===== config.mk =====
export PLATFORM = sky130hd
export DESIGN_NAME = dmem_responder
export DESIGN_NICKNAME = d
export VERILOG_FILES = /design/src/rtl/cpu_mem_pkg.sv /design/src/rtl/dmem_array.sv /design/src/rtl/dmem_responder.sv
export SDC_FILE = /design/constraint.sdc
export NUM_CORES = 2
export LEC_CHECK = 0
export CORE_MARGIN = 5
export CORE_UTILIZATION = 30
export CTS_CLUSTER_SIZE = 10
export DETAILED_ROUTE_END_ITERATION = 8
export HOLD_SLACK_MARGIN = 0.15
export SLEW_MARGIN = 10
export SYNTH_ARGS = -nofsm -noshare
export SYNTH_HDL_FRONTEND = slang
export SYNTH_HIERARCHICAL = 1
export SYNTH_SLANG_ARGS = --single-unit
export TNS_END_PERCENT = 5

===== constraint.sdc =====
create_clock -name clk_i -period 5.1 [get_ports clk_i]
set_input_delay 1.02 -clock clk_i [delete_from_list [all_inputs] [get_ports clk_i]]
set_output_delay 1.02 -clock clk_i [all_outputs]
set_load 0.02 [all_outputs]

===== src/rtl/cpu_mem_pkg.sv =====
// Shared definitions for the CPU data-memory responder:
// FSM state encoding, alignment mask, error encoding and the access-legality check.
package cpu_mem_pkg;

    typedef enum logic [1:0] {
        ST_IDLE   = 2'd0,
        ST_WAIT   = 2'd1,
        ST_ACCESS = 2'd2,
        ST_RESP   = 2'd3
    } state_e;

    localparam logic [1:0] WORD_ALIGN_MASK = 2'b00;

    localparam logic RSP_ERR = 1'b1;
    localparam logic RSP_OK  = 1'b0;

    // An access is illegal when it is not word aligned or its word index falls past the array.
    function automatic logic access_err(input logic [31:0] addr, input int unsigned depth);
        return (addr[1:0] != WORD_ALIGN_MASK) || ({2'b00, addr[31:2]} >= depth);
    endfunction

endpackage


===== src/rtl/dmem_array.sv =====
// Word-organised single-port storage: synchronous write, registered read, both gated by en.
module dmem_array #(
    parameter int DATA_W = 32,
    parameter int DEPTH  = 128,
    parameter int IDX_W  = (DEPTH > 1) ? $clog2(DEPTH) : 1
) (
    input  logic              clk,
    input  logic              en,
    input  logic              we,
    input  logic [IDX_W-1:0]  idx,
    input  logic [DATA_W-1:0] wdata,
    output logic [DATA_W-1:0] rdata
);

    logic [DATA_W-1:0] mem [DEPTH];

    always_ff @(posedge clk) begin
        if (en) begin
            if (we) begin
                mem[idx] <= wdata;
            end else begin
                rdata <= mem[idx];
            end
        end
    end

endmodule


===== src/rtl/dmem_responder.sv =====
// Memory-side responder for the CPU data port: one outstanding load/store, fixed wait
// states, then a single access cycle and a held response until the requester takes it.
module dmem_responder
    import cpu_mem_pkg::*;
#(
    parameter int DATA_W   = 32,
    parameter int DEPTH    = 128,
    parameter int WAIT_CYC = 2
) (
    input  logic              clk_i,
    input  logic              rst_i,
    input  logic              req_valid_i,
    output logic              req_ready_o,
    input  logic              req_write_i,
    input  logic [31:0]       req_addr_i,
    input  logic [DATA_W-1:0] req_wdata_i,
    output logic              rsp_valid_o,
    input  logic              rsp_ready_i,
    output logic [DATA_W-1:0] rsp_rdata_o,
    output logic              rsp_err_o,
    output state_e            state_o
);

    // Handshakes: a transfer happens on a rising edge where valid and ready are both high.
    // valid/data are held unchanged by their source until that edge; ready never waits on valid.

    localparam int         IDX_W     = (DEPTH > 1) ? $clog2(DEPTH) : 1;
    localparam logic [3:0] WAIT_LOAD = (WAIT_CYC > 0) ? 4'(WAIT_CYC - 1) : 4'd0;

    state_e            state_q, state_d;
    logic [3:0]        wait_cnt_q;
    logic              cap_write_q;
    logic [31:0]       cap_addr_q;
    logic [DATA_W-1:0] cap_wdata_q;
    logic              rsp_valid_q;
    logic              rsp_err_q;
    logic              rd_ok_q;
    logic              accept;
    logic              access;
    logic              acc_err;
    logic [DATA_W-1:0] arr_rdata;

    assign acc_err = access_err(cap_addr_q, DEPTH);

    always_comb begin
        state_d     = state_q;
        req_ready_o = 1'b0;
        accept      = 1'b0;
        access      = 1'b0;
        unique case (state_q)
            ST_IDLE: begin
                // Ready is masked while reset is held so nothing looks acceptable.
                req_ready_o = rst_i;
                accept      = req_valid_i;
                if (req_valid_i) begin
                    state_d = (WAIT_CYC > 0) ? ST_WAIT : ST_ACCESS;
                end
            end
            ST_WAIT: begin
                if (wait_cnt_q == 4'd0) begin
                    state_d = ST_ACCESS;
                end
            end
            ST_ACCESS: begin
                access  = 1'b1;
                state_d = ST_RESP;
            end
            ST_RESP: begin
                if (rsp_ready_i) begin
                    state_d = ST_IDLE;
                end
            end
            default: state_d = ST_IDLE;
        endcase
    end

    always_ff @(posedge clk_i or negedge rst_i) begin
        if (!rst_i) begin
            state_q <= ST_IDLE;
        end else begin
            state_q <= state_d;
        end
    end

    always_ff @(posedge clk_i or negedge rst_i) begin
        if (!rst_i) begin
            wait_cnt_q  <= 4'd0;
            cap_write_q <= 1'b0;
            cap_addr_q  <= 32'd0;
            cap_wdata_q <= '0;
            rsp_valid_q <= 1'b0;
            rsp_err_q   <= RSP_OK;
            rd_ok_q     <= 1'b0;
        end else begin
            if (accept) begin
                cap_write_q <= req_write_i;
                cap_addr_q  <= req_addr_i;
                cap_wdata_q <= req_wdata_i;
                wait_cnt_q  <= WAIT_LOAD;
            end else if (state_q == ST_WAIT && wait_cnt_q != 4'd0) begin
                wait_cnt_q <= wait_cnt_q - 4'd1;
            end

            if (access) begin
                rsp_valid_q <= 1'b1;
                rsp_err_q   <= acc_err ? RSP_ERR : RSP_OK;
                rd_ok_q     <= !cap_write_q && !acc_err;
            end else if (state_q == ST_RESP && rsp_ready_i) begin
                rsp_valid_q <= 1'b0;
            end
        end
    end

    // The array's read register has no reset, so its value is only exposed for good loads.
    dmem_array #(
        .DATA_W (DATA_W),
        .DEPTH  (DEPTH),
        .IDX_W  (IDX_W)
    ) u_array (
        .clk   (clk_i),
        .en    (access && !acc_err),
        .we    (cap_write_q),
        .idx   (cap_addr_q[IDX_W+1:2]),
        .wdata (cap_wdata_q),
        .rdata (arr_rdata)
    );

    assign rsp_valid_o = rsp_valid_q;
    assign rsp_err_o   = rsp_err_q;
    assign rsp_rdata_o = rd_ok_q ? arr_rdata : '0;
    assign state_o     = state_q;

endmodule


==> impl_results.md <==
- Layout cells sized above 1: 0.177
- Final hold vios: 0
- Buffers from clock root to sink, at most: 4
- CP max FO: 64
- Synth async-reset ratio: 0.0176
- Total core area: 536,000 um2
- Clock transition at path regs: 0.06 ns
- Vias/cell: 5.73
- Tightest Pin Transition: 1.38 ns
- Met2 WL post-DR: 248,000 um
- Unrepaired setup endpoints after global routing: no
- CP endpoint kind: flop
- 1st-pass router iterations: 6
- Most frequent cells in the layout: edfxtp_1 (4,128), a221oi_1 (713), buf_4 (500), clkbuf_16 (465), a22oi_1 (447)
- Num CTS Buffers: 463
- Slew Viols, Final: 0
- M1 WL: 209,000 um
- Avg Cell Area, Syn: 17.5 um2
- I/O pin total: 106
- Most common cell after layout, fill and taps aside: edfxtp_1
- Status: finished, final reports clean
- Post-Layout Cell Count: 17,086
- Gr usage total: 0.194
- Total power: 0.116 W
- Antenna viol nets, final: 0
- Clk sink count: 4,202
- Aggregate global routing overflow: 0
- CTS HTree Levels: 5
- Post-synthesis sequential area ratio: 0.780
- Synth Flop Type: edfxtp_1
- #FFs+latches synth: 4,202
- Max VDD drop: 1.03 mV
- Lkg Pwr: 57.4 nW
- CP Launch Type: flop
- Die W: 743 um
- Finish-stage setup viols: 0
- Die Span Y: 743 um
- Layout Skew: 0.0942 ns
- Hold Path Class: in2async
- Required @ worst endpoint: 5.81 ns
- Drt total wl: 555,000 um
- Vias in the first global route: 92,945
- Critical path type: reg2reg
- CTS tree: yes
- Max Freq: 201 MHz
- Wire per inst: 32.5 um
- Initial antenna violation count: 61
- Gp weighted congestion: 0.874
- IO Port Bufs: 105
- Initial core utilization: 0.301
- Largest net degree at the start of global routing: 126
- YS warnings: 6
- Top Layer Used: met5
- Area after DPL: 176,000 um2
- Vias: 97,970
- Period utilization: 0.975
- Max-cap violation count: 0
- Mapped cell area: 161,000 um2
- Iteration-0 DRC Markers: 14,882
- Root Buffer: clkbuf_16
- Worst EP arrival: 5.68 ns
- Rows: 269
- # placed instances: 16,388
- Metal3 WL: 67,100 um
- NumNets Final: 9,748
- Max-slew headroom: 0.0819
- Synth unique cells: 77
- Final hold slack: 0.500 ns
- Synth-to-Final Area Change: 16.8%
- Final Instance Area: 188,000 um2
- Power per cell area: 615 nW/um2
- Post-Syn Nets: 9,275
- Post-route minimum period: 4.97 ns
- Clock latency on the worst-skew pair: 1.01 ns
- Die ar.: 552,000 um2
- DRC: 0
- TNS Setup: 0 ns
- First-pass GRT wire length: 764,000 um
- Cells after synthesis: 9,200
- Post-DP HPWL: 338,000 um
- EDFF count, synth: 4,128
==> registers in the layout (all words and copies together) (netlist names) <==
signal         count
cap_addr_q        32
cap_wdata_q       32
cap_write_q        1
rd_ok_q            1
rsp_err_o          1
rsp_valid_o        1
state_o            2
u_array/mem     4096
u_array/rdata     32
wait_cnt_q         4
==> cells in the mapped netlist, types with 40 or more instances <==
| master | number | area share |
|---|---|---|
| mux2i_1 | 180 | 0.011 |
| a211oi_1 | 106 | 0.0049 |
| a221oi_1 | 713 | 0.039 |
| nor2_1 | 316 | 0.0074 |
| o22ai_1 | 140 | 0.0054 |
| nor2b_1 | 139 | 0.0054 |
| dfrtp_1 | 74 | 0.011 |
| and2_1 | 40 | 0.0016 |
| a22oi_1 | 447 | 0.021 |
| o2bb2ai_1 | 56 | 0.0030 |
| mux4_2 | 48 | 0.0067 |
| a21oi_1 | 418 | 0.013 |
| o211ai_1 | 62 | 0.0029 |
| edfxtp_1 | 4128 | 0.77 |
| buf_1 | 104 | 0.0024 |
| clkbuf_1 | 303 | 0.0071 |
| o21ai_0 | 363 | 0.011 |
| nand2_1 | 173 | 0.0040 |
| a221o_1 | 167 | 0.010 |
| buf_2 | 263 | 0.0082 |
| a222oi_1 | 47 | 0.0029 |
| mux2_1 | 64 | 0.0045 |
| mux2_2 | 335 | 0.023 |
==> cells by family (layout without fill, tap and decap cells) <==
group	count (synthesis)	in the layout	synth area share
AO/OA/AOI/OAI	2758	2758	0.126
XOR/XNOR	1	1	0.0000543
adder cells (fa/ha/maj)	6	6	0.000466
buffers and inverters	735	1346	0.0207
flip-flops	4202	4202	0.780
multiplexers	632	632	0.0462
other	0	94	0
AND/OR/NAND/NOR	866	866	0.0266
==> area by class of cell <==
cell class | count | area, um2
fillers | 49961 | 348000
flip-flops and latches | 4202 | 126000
multi-input cells | 4263 | 33300
clock buffers | 573 | 12000
well taps | 7181 | 8980
repair buffers | 730 | 7310
clock inverters | 30 | 518
diodes | 94 | 235
inverters | 13 | 68.8
==> through the flow <==
step / util / worst slack (ns)
after global routing: 0.351 / 0.210
after global placement: 0.327 / 0.201
after detailed placement: 0.327 / 0.283
after floorplan: - / 1.20
final: 0.351 / 0.127
after CTS: 0.351 / 0.264
==> routing by layer <==
metal / vias to the layer above / GRT usage
met5: - / 0
met1: 50889 / 0.259
met2: 6798 / 0.295
met4: 12 / 0.0964
met3: 1078 / 0.0467
li1: 39193 / -
==> power breakdown <==
part | switching [W] | leakage, nW | total, W | internal [W]
registers | 0.00330 | 38.0 | 0.0469 | 0.0436
logic | 0.0281 | 13.3 | 0.0395 | 0.0114
clock network | 0.0130 | 6.10 | 0.0294 | 0.0164
==> critical path, stage by stage, from the launching register on <==
cell	delay, ns
dfrtp_4	0.96
buf_4	0.29
buf_4	0.20
inv_6	0.24
a221o_1	0.41
a222oi_1	0.75
buf_4	0.25
o22ai_1	0.36
a211oi_1	0.46
buf_4	0.19
or4b_1	0.43
==> final timing paths <==
kind	from	endpoint	slack, ns	depth (start not counted)
worst max-delay path	cap_addr_q[4]	u_array/rdata[2]	0.13	10
worst min-delay path	rst_i	state_o[1]	0.50	2
worst max register to register	cap_addr_q[4]	u_array/rdata[2]	0.13	10
worst min register to register	cap_addr_q[20]	cap_addr_q[20]	0.50	1
max in group asynchronous	rst_i	cap_addr_q[6]	3.27	3
min in group clk_i	cap_addr_q[20]	cap_addr_q[20]	0.50	1
==> timing repair <==
| action | 4_1_cts | 5_1_grt |
|---|---|---|
| setup buffers | 0 | 0 |
| hold buffers | 1 | 0 |
| hold endpoints to repair | 32 | 0 |
| resized for setup | 0 | 0 |
Note: power is estimated with default switching activity, not from simulation.
